<file path="src/rtl/pocket_video_sched.sv">
// rtl/pocket_video_sched.sv - frame-synchronous scaler slot / video source scheduler for the APF video pins
// Define POCKET_VIDEO_TESTPAT_EN to build the colour-bar test pattern source.
module pocket_video_sched #(
  parameter int SLOT_W       = 3,
  parameter int BLANK_FRAMES = 2
) (
  input  logic              iPCLK,
  input  logic              iRSTn,
  input  logic [23:0]       iRGB,
  input  logic              iVS,
  input  logic              iHS,
  input  logic              iDE,
  input  logic              iREQ_VALID,
  input  logic [SLOT_W-1:0] iREQ_SLOT,
  input  logic              iREQ_SRC,
  output logic              oREQ_READY,
  output logic [23:0]       oRGB,
  output logic              oVS,
  output logic              oHS,
  output logic              oDE,
  output logic [SLOT_W-1:0] oSLOT_ACTIVE,
  output logic              oSRC_ACTIVE,
  output logic              oBUSY
);

  typedef enum logic [1:0] {
    sIdle,
    sPending,
    sBlank
  } stateT;

  localparam logic [3:0] blankLoad = 4'(BLANK_FRAMES);

  logic [23:0]       s1Rgb;
  logic              s1Vs;
  logic              s1Hs;
  logic              s1De;
  logic              s2Vs;
  logic              s2Hs;
  logic              vsRise;
  logic              hsRise;
  logic              applyNow;
  stateT             state;
  logic [SLOT_W-1:0] pendSlot;
  logic              pendSrc;
  logic [3:0]        blankCnt;
  logic [23:0]       slotWord;
  logic [23:0]       pixel;

  // Syncs reset high so a level held across reset release is never seen as an edge.
  always_ff @(posedge iPCLK) begin
    if (!iRSTn) begin
      s1Rgb <= 24'd0;
      s1Vs  <= 1'b1;
      s1Hs  <= 1'b1;
      s1De  <= 1'b0;
      s2Vs  <= 1'b1;
      s2Hs  <= 1'b1;
    end else begin
      s1Rgb <= iRGB;
      s1Vs  <= iVS;
      s1Hs  <= iHS;
      s1De  <= iDE;
      s2Vs  <= s1Vs;
      s2Hs  <= s1Hs;
    end
  end

  assign vsRise   = s1Vs & ~s2Vs;
  assign hsRise   = s1Hs & ~s2Hs;
  assign applyNow = (state == sPending) && vsRise;
  assign slotWord = {11'd0, 10'(pendSlot), 3'd0};

`ifdef POCKET_VIDEO_TESTPAT_EN
  logic [10:0] xCnt;
  logic [23:0] barRgb;

  // Saturates instead of wrapping so over-long lines stay on the last bar.
  always_ff @(posedge iPCLK) begin
    if (!iRSTn) begin
      xCnt <= 11'd0;
    end else if (hsRise) begin
      xCnt <= 11'd0;
    end else if (s1De && (xCnt != 11'h7FF)) begin
      xCnt <= xCnt + 11'd1;
    end
  end

  always_comb begin
    barRgb = 24'h000000;
    case (xCnt[8:6])
      3'd0:    barRgb = 24'hFFFFFF;
      3'd1:    barRgb = 24'hFFFF00;
      3'd2:    barRgb = 24'h00FFFF;
      3'd3:    barRgb = 24'h00FF00;
      3'd4:    barRgb = 24'hFF00FF;
      3'd5:    barRgb = 24'hFF0000;
      3'd6:    barRgb = 24'h0000FF;
      default: barRgb = 24'h000000;
    endcase
  end

  assign pixel = oSRC_ACTIVE ? barRgb : s1Rgb;
`else
  assign pixel = oSRC_ACTIVE ? 24'd0 : s1Rgb;
`endif

  always_ff @(posedge iPCLK) begin
    if (!iRSTn) begin
      state        <= sIdle;
      pendSlot     <= '0;
      pendSrc      <= 1'b0;
      oSLOT_ACTIVE <= '0;
      oSRC_ACTIVE  <= 1'b0;
      blankCnt     <= 4'd0;
      oREQ_READY   <= 1'b1;
      oBUSY        <= 1'b0;
    end else begin
      case (state)
        sIdle: begin
          // A vsRise in the accepting cycle is deliberately not used for the apply.
          if (iREQ_VALID) begin
            pendSlot   <= iREQ_SLOT;
            pendSrc    <= iREQ_SRC;
            state      <= sPending;
            oREQ_READY <= 1'b0;
            oBUSY      <= 1'b1;
          end
        end
        sPending: begin
          if (vsRise) begin
            oSLOT_ACTIVE <= pendSlot;
            oSRC_ACTIVE  <= pendSrc;
            blankCnt     <= blankLoad;
            if (blankLoad != 4'd0) begin
              state <= sBlank;
            end else begin
              state      <= sIdle;
              oREQ_READY <= 1'b1;
              oBUSY      <= 1'b0;
            end
          end
        end
        sBlank: begin
          if (vsRise) begin
            if (blankCnt <= 4'd1) begin
              blankCnt   <= 4'd0;
              state      <= sIdle;
              oREQ_READY <= 1'b1;
              oBUSY      <= 1'b0;
            end else begin
              blankCnt <= blankCnt - 4'd1;
            end
          end
        end
        default: begin
          state      <= sIdle;
          oREQ_READY <= 1'b1;
          oBUSY      <= 1'b0;
        end
      endcase
    end
  end

  // The slot word owns the oVS cycle of an apply; every other oVS cycle is black.
  always_ff @(posedge iPCLK) begin
    if (!iRSTn) begin
      oRGB <= 24'd0;
      oVS  <= 1'b0;
      oHS  <= 1'b0;
      oDE  <= 1'b0;
    end else begin
      oVS <= vsRise;
      oHS <= hsRise;
      oDE <= s1De;
      if (applyNow) begin
        oRGB <= slotWord;
      end else if (vsRise || !s1De || (state == sBlank)) begin
        oRGB <= 24'd0;
      end else begin
        oRGB <= pixel;
      end
    end
  end

endmodule
</file>
<file path="config.mk">
export PLATFORM = sky130hd
export DESIGN_NAME = pocket_video_sched
export DESIGN_NICKNAME = d
export VERILOG_FILES = /design/src/rtl/pocket_video_sched.sv
export SDC_FILE = /design/constraint.sdc
export NUM_CORES = 1
export LEC_CHECK = 0
export CAP_MARGIN = 40
export CORE_MARGIN = 2
export CORE_UTILIZATION = 50
export CTS_BUF_LIST = sky130_fd_sc_hd__clkbuf_2 sky130_fd_sc_hd__clkbuf_4 sky130_fd_sc_hd__clkbuf_8
export DETAILED_ROUTE_END_ITERATION = 8
export MAX_ROUTING_LAYER = met4
export PLACE_DENSITY = 0.88
export SYNTH_ARGS = -nofsm -noshare
export SYNTH_HDL_FRONTEND = slang
export SYNTH_SLANG_ARGS = --single-unit
</file>
<file path="constraint.sdc">
create_clock -name iPCLK -period 4.3 [get_ports iPCLK]
set_clock_uncertainty 0.2 [all_clocks]
set_input_delay 0.645 -clock iPCLK [delete_from_list [all_inputs] [get_ports iPCLK]]
set_output_delay 0.645 -clock iPCLK [all_outputs]
set_load 0.01 [all_outputs]
</file>
==> impl_metrics.toml, run 1 <==
[worst_hold_path]
hp-start = "s2Hs"
min_path_cells = 1
min_to = "oHS"
hold_class = "register to register"

[global_route]
grt_max_degree = 23
grt_pass1_wl_um = 7334
grt_usage = 0.1944
antenna_found_initial = 0
grt_pass1_vias = 1600
grt-ovfl-total = 0

[die]
die_h_um = 71.54
start_util = 0.5203
ios = 67
rows = 24
dieWidth_um = 71.54
dieArea_um2 = 5118
core-area_um2 = 4384

[sta]
finalSetupViolCount = 0
fmax_mhz = 455.8
fin_crit_sh = 0.5102
tightest_slew_ns = 0.5122
hold_viol = 0
hold_ws_ns = 0.1963
max_slew_margin = 0.6585
rsz0062_at_grt = "false"
fin_crit_ns = 2.194
fin_ws_ns = 2.106
slew_violations = 0
setup_total_negative_slack_ns = 0

[clocking]
numCtsBuffers = 9
ctsLongestPathBuffers = 2
cts_tree = "built"
insertion_delay_ns = 0.33
clk_pin_slew_worst_paths_ns = 0.07
htreeDepth = 3
cts_setup_buffers = 0
cts.sinks = 72
cts_hold_buf = 0
root_buffer = "clkbuf_8"
ctsResizeCount = 0

[power_and_ir_drop]
internal_power_mw = 1.107
p_leak_nw = 1.254
switchingPower_mw = 0.2846
ir_worst_vdd_v = 0.0002820
finalPower_mw = 1.391
power_frac_seq = 0.505
powerDensity_nw_per_um2 = 435.0
swShare = 0.2046
pwr-share-clk = 0.428
comb_power_share = 0.067

[worst_setup_path]
r2r_end = "oRGB[12]"
worstRegToRegCells = 3
crit_path_max_fanout = 21
r2r_slack_ns = 2.41
cp-start-kind = "input pin"
r2r-start = "state[0]"
worstPathRequired_ns = 4.37
worst_setup_path_end_kind = "register"
critPathArrivalTime_ns = 2.26
path_class = "input pin to register"

[cells_and_area]
stdcell_area_um2 = 3198
final_common_cell = "dfxtp_1"
drive_gt1_frac = 0.07527
final_nets = 310
fill_cells = 312
synthToLayoutAreaGrowth_pct = 40.21
final_cell_mix = "dfxtp_1 (72), clkdlybuf4s50_1 (66), and2_1 (47)"
diodes = 0

[synth]
async_reset_ff_frac = 0
ys_seq_elements = 72
syn_nets = 241
synth_enable_flop_cells = 0
synthFlopType = "dfxtp_1"
ys_seq_area_frac = 0.6319
synth_area_um2 = 2281
yosysWarningCount = 0
synthCells = 205
syn_avg_cell_area_um2 = 11.13
ys_types = 40

[run]
max_cap_viol_count = 0

[placed_design]
io_buffers = 66
place_area_um2 = 2968
dp_hpwl_um = 3046
place_congestion = 0.7934
dp_slack_ns = 1.728

[drt]
viasPerCell = 4.876
wl_um = 4455
drc = 0
vias = 1614
drt-wirelength-per-cell_um = 13.46
firstDrtPassIters = 4
drtIter0Drc = 71
drtAntennaViolNets = 0

[status]
status = "finished, final reports clean"
[power by group through the flow]
| stage | registers, mW | clock network (mW) | logic, mW |
|---|---|---|---|
| finish | 0.703 | 0.596 | 0.0925 |
| global route | 0.706 | 0.638 | 0.101 |
| CTS | 0.703 | 0.603 | 0.0935 |
| detailed placement | 0.718 | 0 | 0.0923 |
| global placement | 0.717 | 0 | 0.0902 |
| floorplan | 0.717 | 0 | 0.0401 |
[through the flow]
step                      std cells    util
after floorplan                 205       -
after global placement          315  0.6769
after detailed placement        315  0.6769
after CTS                       331  0.7295
after global routing            331  0.7295
final                           331  0.7295
[worst max-delay path by stage]
| stage | from | to | cells past startpoint |
|---|---|---|---|
| floorplan | iREQ_VALID | pendSlot[0] | 3 |
| global placement | iRSTn | oRGB[6] | 3 |
| detailed placement | iRSTn | oRGB[12] | 3 |
| CTS | iRSTn | oRGB[12] | 3 |
| global route | iRSTn | oRGB[12] | 3 |
| finish | iRSTn | oRGB[12] | 3 |
[critical path: stages]
cell             delay, ns
clkdlybuf4s50_1       0.77
and4_1                0.61
and2_1                0.22
[registers in the layout (all words and copies together) (netlist names), 2 cells and up]
| register | flops |
|---|---|
| state | 2 |
| pendSlot | 3 |
| oSLOT_ACTIVE | 3 |
| oRGB | 24 |
| blankCnt | 4 |
| s1Rgb | 24 |
[final cells by class]
cell class | count | area, um^2 | share of cell area
inverter | 5 | 18.77 | 0.005869
clock inverter | 5 | 78.83 | 0.02465
timing repair buffer | 67 | 668.1 | 0.2089
multi-input combinational | 119 | 774.5 | 0.2422
sequential | 72 | 1441 | 0.4507
clock buffer | 11 | 151.4 | 0.04734
tap | 52 | 65.06 | 0.02034
[layer usage]
layer / global-route usage / up-vias / part of all wire
met5: - / - / 0
met4: 0.06918 / 0 / 0.013
met3: 0.05907 / 8 / 0.057
met2: 0.3282 / 53 / 0.50
met1: 0.2178 / 739 / 0.43
li1: - / 814 / -
[synth_stat cells, types with 2 or more instances]
| master | instances | share of area |
|---|---|---|
| dfxtp_1 | 72 | 0.63 |
| and2_1 | 47 | 0.13 |
| a21oi_1 | 11 | 0.024 |
| nor2_1 | 10 | 0.016 |
| nand2_1 | 9 | 0.015 |
| nand2b_1 | 6 | 0.016 |
| buf_2 | 4 | 0.0088 |
| clkbuf_1 | 4 | 0.0066 |
| inv_1 | 4 | 0.0066 |
| mux2i_1 | 4 | 0.018 |
| nand4_1 | 3 | 0.0082 |
| ha_1 | 2 | 0.011 |
| nor2b_1 | 2 | 0.0055 |
[kinds of logic after synthesis]
family	share of synthesized area
AOI/OAI and AO/OA	0.07571
xor gates and xnor gates	0.003841
adders and majority gates	0.01097
buffers and inverters	0.02852
DFF	0.6319
muxes	0.01755
and+or+nand+nor	0.2315
(Power assumes the default switching activity.)
==> inputs of run 2 (changes only) <==
Settings changed: CORE_UTILIZATION 50 to 43, PLACE_DENSITY 0.88 to 0.81.
Clock period 4.3 ns to 1.9 ns, I/O delays scaled along.
==> impl_metrics.toml, run 2 (synthesis results as in run 1) <==
[status]
status = "finished, final reports clean"

[clocking]
cts.sinks = 72
cts_setup_buffers = 0
cts_hold_buf = 0
root_buffer = "clkbuf_8"
numCtsBuffers = 9
ctsResizeCount = 0
insertion_delay_ns = 0.33
cts_tree = "built"
ctsLongestPathBuffers = 2
htreeDepth = 3
clk_pin_slew_worst_paths_ns = 0.07

[worst_setup_path]
crit_end = "oSRC_ACTIVE"
worst_setup_path_end_kind = "output port"
r2r_slack_ns = 0.20
crit_path_max_fanout = 3
cp-start-kind = "register"
critPathArrivalTime_ns = 1.24
cpPeakStageDelay_ns = 0.55
crit_buf_inv = 1
worstPathCellList = "clkdlybuf4s50_1"
worstRegToRegCells = 4
path_class = "register to output port"
critPathTopFamily = "buffers and inverters"
r2r_end = "oRGB[10]"
worstSetupPathDepth = 1
slowest_stage = "clkdlybuf4s50_1"
worstPathRequired_ns = 1.41
startpoint = "oSRC_ACTIVE"
r2r-start = "state[1]"

[drt]
vias = 1658
wl_um = 4563
firstDrtPassIters = 4
drt-wirelength-per-cell_um = 13.00
drtAntennaViolNets = 0
drc = 0
drtIter0Drc = 40
viasPerCell = 4.724

[sta]
finalSetupViolCount = 0
max_slew_margin = 0.7263
setup_total_negative_slack_ns = 0
rsz0062_at_grt = "false"
hold_viol = 0
tightest_slew_ns = 0.4100
fin_crit_ns = 1.726
fin_crit_sh = 0.9086
fmax_mhz = 579.2
slew_violations = 0

[worst_hold_path]
hold_class = "register to register"

[placed_design]
place_congestion = 0.7596
numPlacedInstances = 336
dp_hpwl_um = 3125
io_buffers = 66

[global_route]
grt_max_degree = 28
use_met2 = 0.2588
grt_usage = 0.1717
grt_pass1_wl_um = 7541
grt-ovfl-total = 0
antenna_found_initial = 0
met1_usage = 0.2069
gr-usage-met3 = 0.06824
grt.busiest_layer = "met2"
grt_pass1_vias = 1567

[die]
rows = 26
core-area_um2 = 5107
ios = 67
die_h_um = 76.83
dieWidth_um = 76.83
dieArea_um2 = 5903
start_util = 0.4466

[cells_and_area]
diodes = 0
seq_area_um2 = 1441
final_cell_mix = "dfxtp_1 (72), clkdlybuf4s50_1 (66), and2_1 (47)"
reg_top3 = "oRGB (24), s1Rgb (24), blankCnt (4)"
fill_cells = 419
final_nets = 313
drive_gt1_frac = 0.08185
synthToLayoutAreaGrowth_pct = 41.69
fin_cells = 351
final_common_cell = "dfxtp_1"
multiInputGateArea_um2 = 774.5

[power_and_ir_drop]
powerDensity_nw_per_um2 = 959.7
ir_worst_vdd_v = 0.0004941
p_leak_nw = 1.258
finalPower_mw = 3.101

[run]
max_cap_viol_count = 0
==> run 2: cell types whose count changed in the layout (fill, tap and decap cells not counted) <==
cell | previous run | this run
clkbuf_8 | 11 | 10
buf_4 | 1 | 4
clkinvlp_4 | 0 | 1
clkinv_2 | 2 | 1
==> run 2: layout make-up <==
| cell class | instances | area share |
|---|---|---|
| sequential | 72 | 0.4460 |
| multi-input combinational | 119 | 0.2396 |
| timing repair buffer | 70 | 0.2137 |
| clock buffer | 10 | 0.04259 |
| tap | 70 | 0.02710 |
| clock inverter | 5 | 0.02516 |
| inverter | 5 | 0.005807 |
==> run 2: power breakdown <==
group	internal (mW)	leakage (nW)	total, mW	switching, mW
clock	0.767	0.108	1.30	0.531
combinational	0.135	0.559	0.212	0.0766
sequential	1.56	0.591	1.59	0.0268
==> run 2: worst min-delay path by stage <==
stage,from,endpoint,slack (ns),depth (start not counted)
5_1_grt,s2Hs,oHS,0.22,1
6_report,s2Hs,oHS,0.19,1
3_5_place_dp,s2Hs,oHS,0.18,1
4_1_cts,s2Hs,oHS,0.19,1
3_3_place_gp,s2Hs,oHS,0.17,1
2_1_floorplan,iRSTn,s2Hs,0.16,1
==> run 2: metrics by stage <==
step,hold WS [ns],setup WS (ns),area (um^2),util
after floorplan,0.1580,0.4788,2281,-
after global placement,0.1714,0.1791,3013,0.5899
after detailed placement,0.1825,0.1283,3013,0.5899
after CTS,0.1920,0.1481,3232,0.6328
after global routing,0.2179,0.07030,3232,0.6328
final,0.1884,0.1736,3232,0.6328
==> run 2: per-layer routing <==
layer | share of wire | up-vias
li1 | - | 818
met1 | 0.45 | 772
met2 | 0.46 | 60
met3 | 0.068 | 8
met4 | 0.016 | 0
met5 | 0 | -
